$ cat config.mk
export PLATFORM = sky130hd
export DESIGN_NAME = return_addr_stack
export DESIGN_NICKNAME = d
export VERILOG_FILES = /design/src/rtl/return_addr_stack.sv
export SDC_FILE = /design/constraint.sdc
export NUM_CORES = 1
export LEC_CHECK = 0
export BUFFER_PORTS_ARGS = -buffer_cell sky130_fd_sc_hd__buf_2
export CAP_MARGIN = 20
export CORE_MARGIN = 5
export CORE_UTILIZATION = 40
export DETAILED_ROUTE_END_ITERATION = 10
export SYNTH_ARGS = -nofsm -noshare
export SYNTH_HDL_FRONTEND = slang
export SYNTH_SLANG_ARGS = --single-unit
$ cat constraint.sdc
create_clock -name clk -period 5.6 [get_ports clk]
set_input_delay 1.12 -clock clk [delete_from_list [all_inputs] [get_ports clk]]
set_output_delay 1.12 -clock clk [all_outputs]
set_load 0.05 [all_outputs]
$ cat src/rtl/return_addr_stack.sv
// return_addr_stack: circular hardware return-address stack with sticky overflow/underflow flags
module return_addr_stack #(
    parameter int ADDR_WIDTH = 12,
    parameter int DEPTH_LOG2 = 3
) (
    input  logic                  clk,
    input  logic                  reset,
    input  logic                  enable,
    input  logic                  push,
    input  logic                  pop,
    input  logic [ADDR_WIDTH-1:0] push_data,
    input  logic                  clear_err,
    output logic [ADDR_WIDTH-1:0] top_data,
    output logic                  empty,
    output logic                  full,
    output logic [DEPTH_LOG2:0]   count,
    output logic                  overflow,
    output logic                  underflow
);
    localparam int DEPTH = 2 ** DEPTH_LOG2;
    localparam logic [DEPTH_LOG2-1:0] SP_ONE = 1;
    localparam logic [DEPTH_LOG2:0] CNT_ONE = 1;
    localparam logic [DEPTH_LOG2:0] CNT_DEPTH = (DEPTH_LOG2 + 1)'(DEPTH);

    logic [ADDR_WIDTH-1:0] mem_q [DEPTH];
    logic [DEPTH_LOG2-1:0] sp_q, sp_d, top_idx, waddr;
    logic [DEPTH_LOG2:0]   count_q, count_d;
    logic                  ovf_q, ovf_d, unf_q, unf_d, we, do_push, do_pop;

    assign top_idx   = sp_q - SP_ONE;
    assign empty     = count_q == '0;
    assign full      = count_q == CNT_DEPTH;
    assign count     = count_q;
    assign overflow  = ovf_q;
    assign underflow = unf_q;
    assign top_data  = empty ? '0 : mem_q[top_idx];
    assign do_push   = enable & push;
    assign do_pop    = enable & pop;

    // decode push/pop into pointer, count, flag and write-port updates
    always_comb begin
        sp_d    = sp_q;
        count_d = count_q;
        ovf_d   = ovf_q & ~clear_err;
        unf_d   = unf_q & ~clear_err;
        we      = 1'b0;
        waddr   = sp_q;
        if (do_push && do_pop && !empty) begin
            we    = 1'b1;
            waddr = top_idx;
        end else if (do_push) begin
            we    = 1'b1;
            sp_d  = sp_q + SP_ONE;
            if (full) ovf_d = 1'b1;
            else count_d = count_q + CNT_ONE;
            if (do_pop) unf_d = 1'b1;
        end else if (do_pop) begin
            if (empty) begin
                unf_d = 1'b1;
            end else begin
                sp_d    = sp_q - SP_ONE;
                count_d = count_q - CNT_ONE;
            end
        end
    end

    // control state register; reset overrides any operation in the same cycle
    always_ff @(posedge clk) begin
        if (reset) begin
            sp_q    <= '0;
            count_q <= '0;
            ovf_q   <= 1'b0;
            unf_q   <= 1'b0;
        end else begin
            sp_q    <= sp_d;
            count_q <= count_d;
            ovf_q   <= ovf_d;
            unf_q   <= unf_d;
        end
    end

    // storage needs no reset; writes are suppressed while reset is asserted
    always_ff @(posedge clk) begin
        if (we && !reset) mem_q[waddr] <= push_data;
    end
endmodule

=== After elaboration in Yosys (flattened, before gate mapping) ===
Memory sizes are Yosys's and may differ from the RTL's.
Cells that the tools add are included.

* Flip-flop bits (word level): 9
* Latch bits: 0
* Bits in writable memories: 96
* Bits in read-only memories: 0
* Input port bits: 18
* Output and inout bits: 20
* Logic and storage cells: 48
* Memories kept: 1

* Add/subtract/negate cells: 4
* Multiply operators: 0
* Divide/modulo/power cells: 0
* $lt $le $gt $ge: 0
* Equal/unequal tests: 3
* Shifts and indexed selects: 0
* Multiplexer cells: 21
* Bitwise gates (word level): 6
* Reduce and logical (&&, ||, !) cells: 9

{| class="wikitable"
|+ Memories
! memory !! words !! bits a word !! rd ports !! clocked after Yosys merged registers in !! write ports !! RTL line !! source
|-
| mem_q || 8 || 12 || 1 || 0 || 1 || 25 || <nowiki>logic [ADDR_WIDTH-1:0] mem_q [DEPTH];</nowiki>
|}

{| class="wikitable"
|+ Operators by type and width
! cell !! count
|-
| $mux W4 || 4
|-
| $mux W1 || 12
|-
| $mux W12 || 1
|-
| $mux W3 || 4
|-
| $add A4 B1 Y4 const B || 1
|-
| $and A1 B1 Y1 || 4
|-
| $eq A4 B4 Y1 const B || 1
|-
| $logic_not A4 Y1 || 1
|-
| $reduce_and A4 Y1 || 1
|-
| $sub A4 B1 Y4 const B || 1
|-
| $add A3 B1 Y3 const B || 1
|-
| $logic_and A1 B1 Y1 || 3
|-
| $reduce_and A3 Y1 || 1
|-
| $sub A3 B1 Y3 const B || 1
|-
| $logic_not A1 Y1 || 2
|-
| $ne A2 B1 Y1 const B || 1
|-
| $ne A2 B2 Y1 const B || 1
|-
| $not A1 Y1 || 2
|-
| $reduce_bool A2 Y1 || 1
|}

=== Longest topological paths before layout ===
* Depth after elaboration: 7
* Mapped depth: 9
* Depth with buffers taken out: 6

=== Worst setup path after synthesis ===
No wires, ideal clock.

* Kind: flip-flop to output port
* From: register sp_q[0]
* To: output port top_data[10]
* Data arrival time: 2977 ps
* Required time: 4480 ps
* Setup slack: 1503 ps
* Cell stages (with the launch flop): 10
* Buffers on the path: 4
* Cell sequence: dfxtp_1 > buf_2 > buf_2 > inv_1 > ha_1 > clkbuf_1 > clkbuf_1 > mux4_2 > nand2_1 > a21oi_1

* Longest elaborated chain between the ends: 3

{| class="wikitable"
|+ RTL lines
! item !! RTL line !! source
|-
| start: declaration || 26 || <nowiki>logic [DEPTH_LOG2-1:0] sp_q, sp_d, top_idx, waddr;</nowiki>
|-
| start signal: assignment || 75 || <nowiki>sp_q <= sp_d;</nowiki>
|-
| $sub A3 B1 Y3 || 30 || <nowiki>assign top_idx = sp_q - SP_ONE;</nowiki>
|-
| $mem_v2 Z8 W12 || -- ||
|-
| $mux W12 || 36 || <nowiki>assign top_data = empty ? '0 : mem_q[top_idx];</nowiki>
|-
| end: declaration || 13 || <nowiki>output logic [ADDR_WIDTH-1:0] top_data,</nowiki>
|}

Every way passes these cells.

=== Worst setup path in the final report ===
* From: register sp_q[1]
* To: output port top_data[1]

Same word-level chain as after synthesis.

==> impl_summary.txt <==
----------------------------------------------------
[Floorplanning]
  I/O pin count ... 38
  Number of placement rows ... 38
  Initial Utilization ... 0.409
  Standard cell core area ... 10800 sq um
  Die Y-Extent ... 115 um
  Horizontal extent of the die ... 115 um
  Die ar. ... 13300 sq um

[Routing]
  Drt initial violations ... 123
  Antenna Nets Post-Route ... 0
  Number of vias per cell after detailed routing ... 5.35
  Total DRC errors in the routed layout ... 0
  Wire per inst ... 19.6 um
  Total routed wirelength ... 8950 um
  TritonRoute pass-1 iters ... 6
  Count of vias placed by the detailed router ... 2447

[Global routing]
  Via count of the first global-routing pass ... 2437
  Global-route wire length before repair ... 13800 um
  Pin count of the biggest net entering global routing ... 27
  Number of antenna violations at the first check in global routing ... 0
  Global router's overall resource usage ... 0.141
  Global route overflow ... 0

[CTS]
  Number of buffers added for setup after CTS ... 0
  Depth of the CTS H-tree ... 3
  Clock-pin transition on the worst setup and hold timing paths ... 0.09 ns
  Cts repair resizes ... 0
  TritonCTS Buffers ... 9
  Worst-case clock buffer depth ... 2
  CTS sink cnt ... 105
  Insertion delay of the later-clocked pin in the worst-skew pair ... 0.37 ns
  # hold bufs at CTS ... 0
  Clk Tree Root Cell ... sky130_fd_sc_hd__clkbuf_8
  TritonCTS clock tree ... built

[Synthesis]
  Post-Synthesis Cells ... 270
  List of most frequent post-synthesis cells ... sky130_fd_sc_hd__edfxtp_1, sky130_fd_sc_hd__nand2_1, sky130_fd_sc_hd__mux4_2
  Warnings, synthesis ... 0
  Adder and majority gate portion of the synthesized area ... 0.0113
  Most repeated cell in the gate-level netlist after synthesis ... sky130_fd_sc_hd__edfxtp_1
  Fraction of the mapped netlist area in compound gates ... 0.0616
  Cell taking the most area after synthesis ... sky130_fd_sc_hd__edfxtp_1
  Synth cell types ... 41
  Seq/Total Area, Yosys ... 0.691
  Flip-flop and latch count after synthesis ... 105
  Net Count, Synth ... 292
  Portion of netlist area occupied by mux cells ... 0.131
  EDFF count, synth ... 96
  Top flip-flop cell by instance count after synthesis ... sky130_fd_sc_hd__edfxtp_1
  Area share of xor/xnor cells in the synthesized design ... 0.00791
  Dominant combinational cell family by area after synthesis ... multiplexers
  Share of synthesized registers carrying an async set or reset ... 0
  Area fraction in and, or, nand and nor cells after synthesis ... 0.0703
  Average cell area after synthesis ... 16.4 sq um
  Top-area cell type share of the netlist area ... 0.651
  Cell types with the largest area share after synthesis ... sky130_fd_sc_hd__edfxtp_1, sky130_fd_sc_hd__mux4_2, sky130_fd_sc_hd__dfxtp_1
  Netlist Area Pre-Place ... 4430 sq um

[Worst setup path]
  Type of element capturing the critical path ... primary output
  Crit-path slowest cell ... sky130_fd_sc_hd__ha_1
  Worst endpoint required time ... 4.48 ns
  Class of the most critical setup path ... reg2out
  Crit-path max FO ... 18
  Critical Path AT ... 2.64 ns
  Reg2reg start ... sp_q[1]
  CP cell instances ... inv_1 -> ha_1 -> buf_4 -> mux4_2 -> nand2_1 -> a21oi_1 -> buf_2
  R2r worst-path depth ... 8
  Register-to-register setup slack ... 2.32 ns
  Crit path buffers/inverters ... 3
  Endpoint of the lowest-slack register-to-register path ... mem_q[0][3]
  Critical path startpoint category ... register
  Delay of the slowest cell on the worst path ... 0.62 ns
  Kind of cell adding the most delay to the critical path ... buffers and inverters

[Pwr]
  Static leakage power ... 1.67 nW
  Largest vdd supply drop ... 146 uV
  PwrDens ... 353 nW/um^2

[Hold path]
  Worst hold path class ... reg2reg
  Worst Min Path Start ... overflow
  Endpoint of the worst hold path ... overflow
  Number of instances on the worst hold path ... 2

[Timing]
  Period Utilization, post-route ... 0.672
  Number of setup violations in the final report ... 0
  Total count of hold-check failures in the final report ... 0
  Upper clock frequency limit ... 266 MHz
  Final worst slack ... 1.84 ns
  RSZ-0062 raised after global routing ... false
  Accumulated negative setup slack ... 0 ns
  Period minus WS final ... 3.76 ns
  Max_slew headroom ... 0.440
  Setup clock skew after layout ... 0.0186 ns
  Max Transition Viols Final ... 0
  Actual slew at the worst max-slew pin ... 0.838 ns

[Place]
  Port Buffers ... 37
  Placed standard-cell area ... 4770 sq um
  Pre-CTS setup slack ... 2.19 ns
  HPWL after detailed placement ... 5700 um
  Gpl congestion ... 0.770

[Finish]
  Share of final-layout standard cells stronger than drive strength 1 ... 0.297
  Antenna diode instance count ... 0
  Count of filler cells inserted in the layout ... 949
  Post-route cell area ... 4960 sq um
  Number of nets at the end of the flow ... 334
  Area delta synth->final ... 11.9%

[Outcome]
  Status ... finished clean

[Run]
  Count of maximum capacitance violations ... 0

----------------------------------------------------
[report_power, final]
group | switching [mW] | internal, mW | total [mW]
clock | 0.265 | 0.172 | 0.438
sequential | 0.0161 | 0.873 | 0.889
combinational | 0.291 | 0.130 | 0.422
total | 0.573 | 1.18 | 1.75
[logic make-up after synthesis]
group | after synthesis
multiplexers | 27
adder cells (fa/ha/maj) | 4
AND/OR/NAND/NOR | 67
AO/OA/AOI/OAI | 40
XOR/XNOR | 4
buffers and inverters | 23
flip-flops | 105
[sequential cells by signal (all words and copies together) (netlist names)]
| register | cells |
|---|---|
| count | 4 |
| mem_q | 96 |
| sp_q | 3 |
| underflow | 1 |
| overflow | 1 |
[final cells by class]
cell class              instances  area [sq um]  share of cell area
multi-input cells             142          1250               0.253
well taps                     140           175              0.0353
clock buffers                  10           128              0.0257
flip-flops and latches        105          3060               0.618
inverters                       9          33.8             0.00681
clock inverters                 6          57.6              0.0116
repair buffers                 45           245              0.0495
[metal layers]
layer	global-route usage	part of all wire	vias to the layer above
met5	0	0	-
met4	0.0469	0.012	0
met3	0.0195	0.033	10
met2	0.233	0.50	56
met1	0.193	0.46	1236
li1	-	-	1145
[placed cells by master, fill, tap and decap left out, drive strengths merged]
cell type / count
nor4: 2
clkbuf: 10
buf: 45
nand2: 33
mux2: 2
dfxtp: 9
or4b: 1
a32o: 1
nand4: 1
a41o: 1
a31oi: 3
a2111oi: 2
nand2b: 4
inv: 12
o31ai: 1
or4: 1
xor2: 1
o41ai: 1
mux2i: 1
a32oi: 3
nor2b: 2
mux4: 24
a311oi: 2
a21oi: 20
edfxtp: 96
and2: 1
o2bb2ai: 1
nor4b: 2
nor2: 15
nand3: 1
or3: 2
xnor2: 3
clkinv: 3
nor3: 1
or2: 1
ha: 4
o21ai: 5
[tightest hold or removal path, stage by stage, from the launching register on]
cell and delay (ns):
sky130_fd_sc_hd__dfxtp_1 0.34, sky130_fd_sc_hd__a21oi_1 0.06, sky130_fd_sc_hd__nor2_1 0.08
[metrics by stage]
stage | instances | util | power, mW | hold WS (ns)
6_report | 457 | 0.457 | 1.75 | 0.505
4_1_cts | 457 | 0.457 | 1.77 | 0.503
2_1_floorplan | 270 | - | 1.23 | 0.474
3_3_place_gp | 441 | 0.440 | 1.33 | 0.476
5_1_grt | 457 | 0.457 | 1.83 | 0.548
3_5_place_dp | 441 | 0.440 | 1.33 | 0.481
[worst max-delay path by stage]
| stage | start | end | slack (ns) | cells past startpoint |
|---|---|---|---|---|
| after floorplan | sp_q[0] | top_data[10] | 1.50 | 9 |
| after global placement | sp_q[1] | top_data[1] | 2.19 | 7 |
| after detailed placement | push | mem_q[2][6] | 2.19 | 6 |
| after CTS | sp_q[1] | top_data[1] | 1.81 | 7 |
| after global routing | sp_q[1] | top_data[1] | 1.70 | 7 |
| final | sp_q[1] | top_data[1] | 1.84 | 7 |
No activity file was read; power rests on OpenSTA's default activity.
